[src/rtl/alu_arb_pkg.sv]
// Shared types and widths for the two-channel ALU arbiter.
package alu_arb_pkg;

    typedef enum logic [1:0] {
        IDLE = 2'd0,
        EXEC = 2'd1,
        RESP = 2'd2
    } state_e;

    localparam int ALU_W = 8;
    localparam int OPC_W = 3;
    localparam int CNT_W = 3;

endpackage

[src/rtl/alu_arb_pick.sv]
// Combinational grant selector for two requesters.
// ALU_ARB_FIXED_PRI_EN selects fixed priority (channel 0 wins); otherwise round-robin on rr_ptr.
module alu_arb_pick
    import alu_arb_pkg::*;
(
    input  logic [1:0] req_valid,
`ifndef ALU_ARB_FIXED_PRI_EN
    input  logic       rr_ptr,
`endif
    output logic       gnt,
    output logic       any
);

    always_comb begin
        any = |req_valid;
`ifdef ALU_ARB_FIXED_PRI_EN
        gnt = req_valid[1] & ~req_valid[0];
`else
        // A lone requester always wins; rr_ptr only breaks ties.
        if (&req_valid) begin
            gnt = rr_ptr;
        end else begin
            gnt = req_valid[1];
        end
`endif
    end

endmodule

[src/rtl/alu_arbiter.sv]
// Shares one registered ALU between two requesters: capture, execute for ALU_LAT+1 cycles, respond.
// Build macro ALU_ARB_FIXED_PRI_EN replaces round-robin arbitration with fixed channel-0 priority.
module alu_arbiter
    import alu_arb_pkg::*;
#(
    parameter int ALU_LAT = 1,
    parameter int NREQ    = 2
) (
    input  logic                    clk,
    input  logic                    reset,
    input  logic [NREQ-1:0]         req_valid,
    output logic [NREQ-1:0]         req_ready,
    input  logic [NREQ*ALU_W-1:0]   req_accum,
    input  logic [NREQ*ALU_W-1:0]   req_data,
    input  logic [NREQ*OPC_W-1:0]   req_opcode,
    output logic [NREQ-1:0]         rsp_valid,
    input  logic [NREQ-1:0]         rsp_ready,
    output logic [ALU_W-1:0]        rsp_alu_out,
    output logic                    rsp_zero,
    output logic [ALU_W-1:0]        alu_accum,
    output logic [ALU_W-1:0]        alu_data,
    output logic [OPC_W-1:0]        alu_opcode,
    input  logic [ALU_W-1:0]        alu_result,
    input  logic                    alu_zero
);

    localparam logic [CNT_W-1:0] LAT_C = CNT_W'(ALU_LAT);

    state_e             state_q, state_d;
    logic [CNT_W-1:0]   cnt_q, cnt_d;
    logic               gnt_q, gnt_d;
    logic [ALU_W-1:0]   accum_q, accum_d;
    logic [ALU_W-1:0]   data_q, data_d;
    logic [OPC_W-1:0]   opcode_q, opcode_d;
    logic [ALU_W-1:0]   rsp_alu_out_q, rsp_alu_out_d;
    logic               rsp_zero_q, rsp_zero_d;

    logic               pick_gnt;
    logic               pick_any;

`ifndef ALU_ARB_FIXED_PRI_EN
    logic               rr_ptr_q, rr_ptr_d;
`endif

    alu_arb_pick u_pick (
        .req_valid (req_valid),
`ifndef ALU_ARB_FIXED_PRI_EN
        .rr_ptr    (rr_ptr_q),
`endif
        .gnt       (pick_gnt),
        .any       (pick_any)
    );

    always_comb begin
        state_d       = state_q;
        cnt_d         = cnt_q;
        gnt_d         = gnt_q;
        accum_d       = accum_q;
        data_d        = data_q;
        opcode_d      = opcode_q;
        rsp_alu_out_d = rsp_alu_out_q;
        rsp_zero_d    = rsp_zero_q;
`ifndef ALU_ARB_FIXED_PRI_EN
        rr_ptr_d      = rr_ptr_q;
`endif

        case (state_q)
            IDLE: begin
                if (pick_any) begin
                    gnt_d    = pick_gnt;
                    accum_d  = req_accum[int'(pick_gnt)*ALU_W +: ALU_W];
                    data_d   = req_data[int'(pick_gnt)*ALU_W +: ALU_W];
                    opcode_d = req_opcode[int'(pick_gnt)*OPC_W +: OPC_W];
                    cnt_d    = '0;
                    state_d  = EXEC;
                end
            end
            EXEC: begin
                // The ALU output is trusted only once inputs have been stable ALU_LAT cycles.
                cnt_d = cnt_q + 1'b1;
                if (cnt_q == LAT_C) begin
                    rsp_alu_out_d = alu_result;
                    rsp_zero_d    = alu_zero;
                    state_d       = RESP;
                end
            end
            RESP: begin
                if (rsp_ready[gnt_q]) begin
`ifndef ALU_ARB_FIXED_PRI_EN
                    rr_ptr_d = ~gnt_q;
`endif
                    state_d  = IDLE;
                end
            end
            default: begin
                state_d = IDLE;
            end
        endcase
    end

    always_ff @(posedge clk or posedge reset) begin
        if (reset) begin
            state_q       <= IDLE;
            cnt_q         <= '0;
            gnt_q         <= 1'b0;
            accum_q       <= '0;
            data_q        <= '0;
            opcode_q      <= '0;
            rsp_alu_out_q <= '0;
            rsp_zero_q    <= 1'b0;
`ifndef ALU_ARB_FIXED_PRI_EN
            rr_ptr_q      <= 1'b0;
`endif
        end else begin
            state_q       <= state_d;
            cnt_q         <= cnt_d;
            gnt_q         <= gnt_d;
            accum_q       <= accum_d;
            data_q        <= data_d;
            opcode_q      <= opcode_d;
            rsp_alu_out_q <= rsp_alu_out_d;
            rsp_zero_q    <= rsp_zero_d;
`ifndef ALU_ARB_FIXED_PRI_EN
            rr_ptr_q      <= rr_ptr_d;
`endif
        end
    end

    // Handshake strobes are decoded from state so an async reset drops them at once.
    always_comb begin
        req_ready = '0;
        rsp_valid = '0;
        if (state_q == IDLE && pick_any) begin
            req_ready[pick_gnt] = 1'b1;
        end
        if (state_q == RESP) begin
            rsp_valid[gnt_q] = 1'b1;
        end
    end

    assign rsp_alu_out = rsp_alu_out_q;
    assign rsp_zero    = rsp_zero_q;
    assign alu_accum   = accum_q;
    assign alu_data    = data_q;
    assign alu_opcode  = opcode_q;

endmodule

[config.mk]
export PLATFORM = sky130hd
export DESIGN_NAME = alu_arbiter
export DESIGN_NICKNAME = d
export VERILOG_FILES = /design/src/rtl/alu_arb_pkg.sv /design/src/rtl/alu_arb_pick.sv /design/src/rtl/alu_arbiter.sv
export SDC_FILE = /design/constraint.sdc
export NUM_CORES = 1
export LEC_CHECK = 0
export CORE_MARGIN = 2
export CORE_UTILIZATION = 35
export DETAILED_ROUTE_END_ITERATION = 10
export DONT_BUFFER_PORTS = 1
export GPL_TIMING_DRIVEN = 1
export HOLD_SLACK_MARGIN = 0.05
export SYNTH_ARGS = -nofsm -noshare
export SYNTH_HDL_FRONTEND = slang
export SYNTH_HIERARCHICAL = 1
export SYNTH_SLANG_ARGS = --single-unit
[constraint.sdc]
create_clock -name clk -period 2.54 [get_ports clk]
set_input_delay 0.254 -clock clk [delete_from_list [all_inputs] [get_ports clk]]
set_output_delay 0.254 -clock clk [all_outputs]
set_load 0.02 [all_outputs]
==> flow_summary.toml <==
[power]
powerDensity_nw_per_um2 = 1320
power_leakage_uw = 0.000838
p_sw_share_pct = 39.0
comb_power_share_pct = 28.5
p_total_uw = 2530
switchingPower_uw = 986
power_frac_clock_pct = 17.6
vdd_drop_max_uv = 324
intPower_uw = 1540
p_seq_share_pct = 53.8

[timing]
worstMarginPinSlew_ns = 0.671
whs_ns = 0.110
setup_viol = 0
period_minus_slack_ns = 2.01
final_max_slew_viol_count = 0
min_period_over_period_pct = 79.0
hold_violations = 0
grt_setup_unrepaired = "no"
slew_headroom_pct = 55.3
fmax_mhz = 498
setup_tns_ns = 0
finClkSkew_ns = 0.00723

[setup_path]
cpPeakStageDelay_ns = 0.47
cp-start-kind = "flop"
crit_chain = "nor3b_2 > buf_4 > nor2b_1"
cp-end-kind = "primary output"
arrival_ns = 1.75
crit_type = "reg -> out"
cp.required_ns = 2.29
cp_max_fo = 9
crit_buf_inv = 1
cp_top_family = "simple AND/OR/NAND/NOR gates"
slowest_stage = "dfrtp_1"

[route]
drtAntennaViolNets = 0
viasPerCell = 5.11
drcViolationCount = 0
wl_per_cell_um = 17.3
drtIter0Drc = 21
finalWirelength_um = 3340
drt-pass1-iter-count = 4
vias = 986

[clock_network]
clock_latency_ns = 0.28
clk_pin_slew_ns = 0.07
cts_tree = "built"
clockRootBuffer = "clkbuf_8"
cts.sinks = 35
cts.path.max_buffers = 2
numCtsBuffers = 5
h-tree-depth = 2

[global_routing]
grt_max_degree = 36
grt_pass1_vias = 1035
antenna_found_initial = 0
grt_pass1_wl_um = 5040
gr-total-overflow = 0
grt_usage_pct = 12.7

[logic_synthesis]
yosys-top-cells-area = "dfrtp_1 (51%), mux2_1 (14%), mux2_2 (11%)"
avgSynthCellArea_um2 = 14.5
synth_top_area_share_pct = 50.9
synthDistinctLibCells = 26
synth_seq_cells = 35
syn_nets = 174
yosysTopAreaCell = "dfrtp_1"
synth-seq-area-share_pct = 50.9
ys_warn_count = 6
synth_cells = 119
synth_area_um2 = 1720

[floorplan]
core-area_um2 = 4720
dieWidth_um = 74.1
rows = 25
dieHeight_um = 74.1
pin_count = 85
fp.dieArea_um2 = 5490
start_util_pct = 36.4

[placement]
dp_hpwl_um = 2550
gp_congestion = 0.699
port_buffers = 0

[cells_and_area]
nets = 180
drive_above_1_share_pct = 31.7
area_growth_pct = 11.8
n_fill_cell = 439
diodes = 0

[status]
outcome = "complete, no violations"

[job]
max_cap_viol_count = 0

[hold_path]
worstHoldPathType = "in -> reg"
[synth_stat cells (all sizes together)]
| cell | n |
|---|---|
| nor2 | 1 |
| nand2b | 1 |
| or2 | 1 |
| a31oi | 1 |
| mux2 | 48 |
| inv | 4 |
| mux2i | 1 |
| nor3b | 3 |
| nor2b | 2 |
| ha | 2 |
| o21bai | 1 |
| dfrtp | 35 |
| a21o | 3 |
| and4bb | 1 |
| a211o | 2 |
| a21boi | 2 |
| buf | 6 |
| and3b | 1 |
| nor4bb | 2 |
| and2 | 2 |
[stage by stage]
stage | instances | cell area, µm² | utilization (%) | worst slack, ns
6_report | 193 | 1920 | 40.7 | 0.533
4_1_cts | 193 | 1920 | 40.7 | 0.496
3_3_place_gp | 184 | 1810 | 38.3 | 0.756
3_5_place_dp | 184 | 1810 | 38.3 | 0.720
2_1_floorplan | 119 | 1720 | - | 0.938
5_1_grt | 193 | 1920 | 40.7 | 0.397
[cells in the final DEF (no fill, tap or decap), drive strengths merged, types with 2 or more instances in the layout]
master / instances
dfrtp: 35
buf: 4
a211o: 2
mux2: 48
inv: 4
nor2b: 2
and2: 2
a21o: 3
nor3b: 3
a21boi: 2
nor4bb: 2
ha: 2
clkbuf: 7
[layout make-up]
cell class	count	area, µm²	share of cell area (%)
clock buffer	7	96.3	5.01
clock inverter	1	7.51	0.390
inverter	4	15.0	0.781
multi-input combinational	74	792	41.2
sequential	35	876	45.5
tap	67	83.8	4.36
timing repair buffer	5	52.6	2.73
[final timing paths]
path                            startpoint            to  slack (ns)  depth (start not counted)
min in group asynchronous            reset  alu_accum[4]        0.51                          3
worst max register to register    rr_ptr_q  alu_accum[4]        0.73                          5
worst min register to register    rr_ptr_q      rr_ptr_q        0.51                          1
worst max-delay path            state_q[1]  req_ready[0]        0.53                          3
worst min-delay path              alu_zero      rsp_zero        0.11                          1
max in group asynchronous            reset   alu_data[7]        1.72                          3
[flip-flops by register name, summed over array words and instances (netlist names)]
| name | cells |
|---|---|
| alu_accum | 8 |
| alu_data | 8 |
| alu_opcode | 3 |
| cnt_q | 3 |
| gnt_q | 1 |
| rr_ptr_q | 1 |
| rsp_alu_out | 8 |
| rsp_zero | 1 |
| state_q | 2 |
[timing repair]
action / 4_1_cts / 5_1_grt
buffers inserted: 0 / 0
endpoints found under the hold margin: 35 / 0
resized for setup: 0 / 0
hold buffers: 1 / 0
[per-layer routing]
metal | wire length, µm | part of all wire [%] | vias to the layer above | GRT usage [%]
met5 | 0 | 0 | - | 0
met4 | 61 | 1.8 | 0 | 6.06
met3 | 281 | 8.4 | 7 | 5.56
met2 | 1710 | 51 | 42 | 21.3
met1 | 1290 | 39 | 501 | 13.7
li1 | - | - | 436 | -
[kinds of logic after synthesis]
family	Yosys count	synth area share (%)
AOI/OAI and AO/OA	9	4.00
adders and majority gates	2	1.45
buffers and inverters	10	3.27
DFF	35	50.9
muxes	49	34.0
and+or+nand+nor	14	6.40
[power by group through the flow]
| stage | Clock [µW] | Sequential (µW) | Combinational (µW) |
|---|---|---|---|
| 2_1_floorplan | 0 | 1290 | 670 |
| 3_3_place_gp | 0 | 1360 | 698 |
| 3_5_place_dp | 0 | 1380 | 732 |
| 4_1_cts | 460 | 1370 | 734 |
| 5_1_grt | 486 | 1400 | 796 |
| 6_report | 446 | 1360 | 722 |
Power figures use the tool's default switching activity.
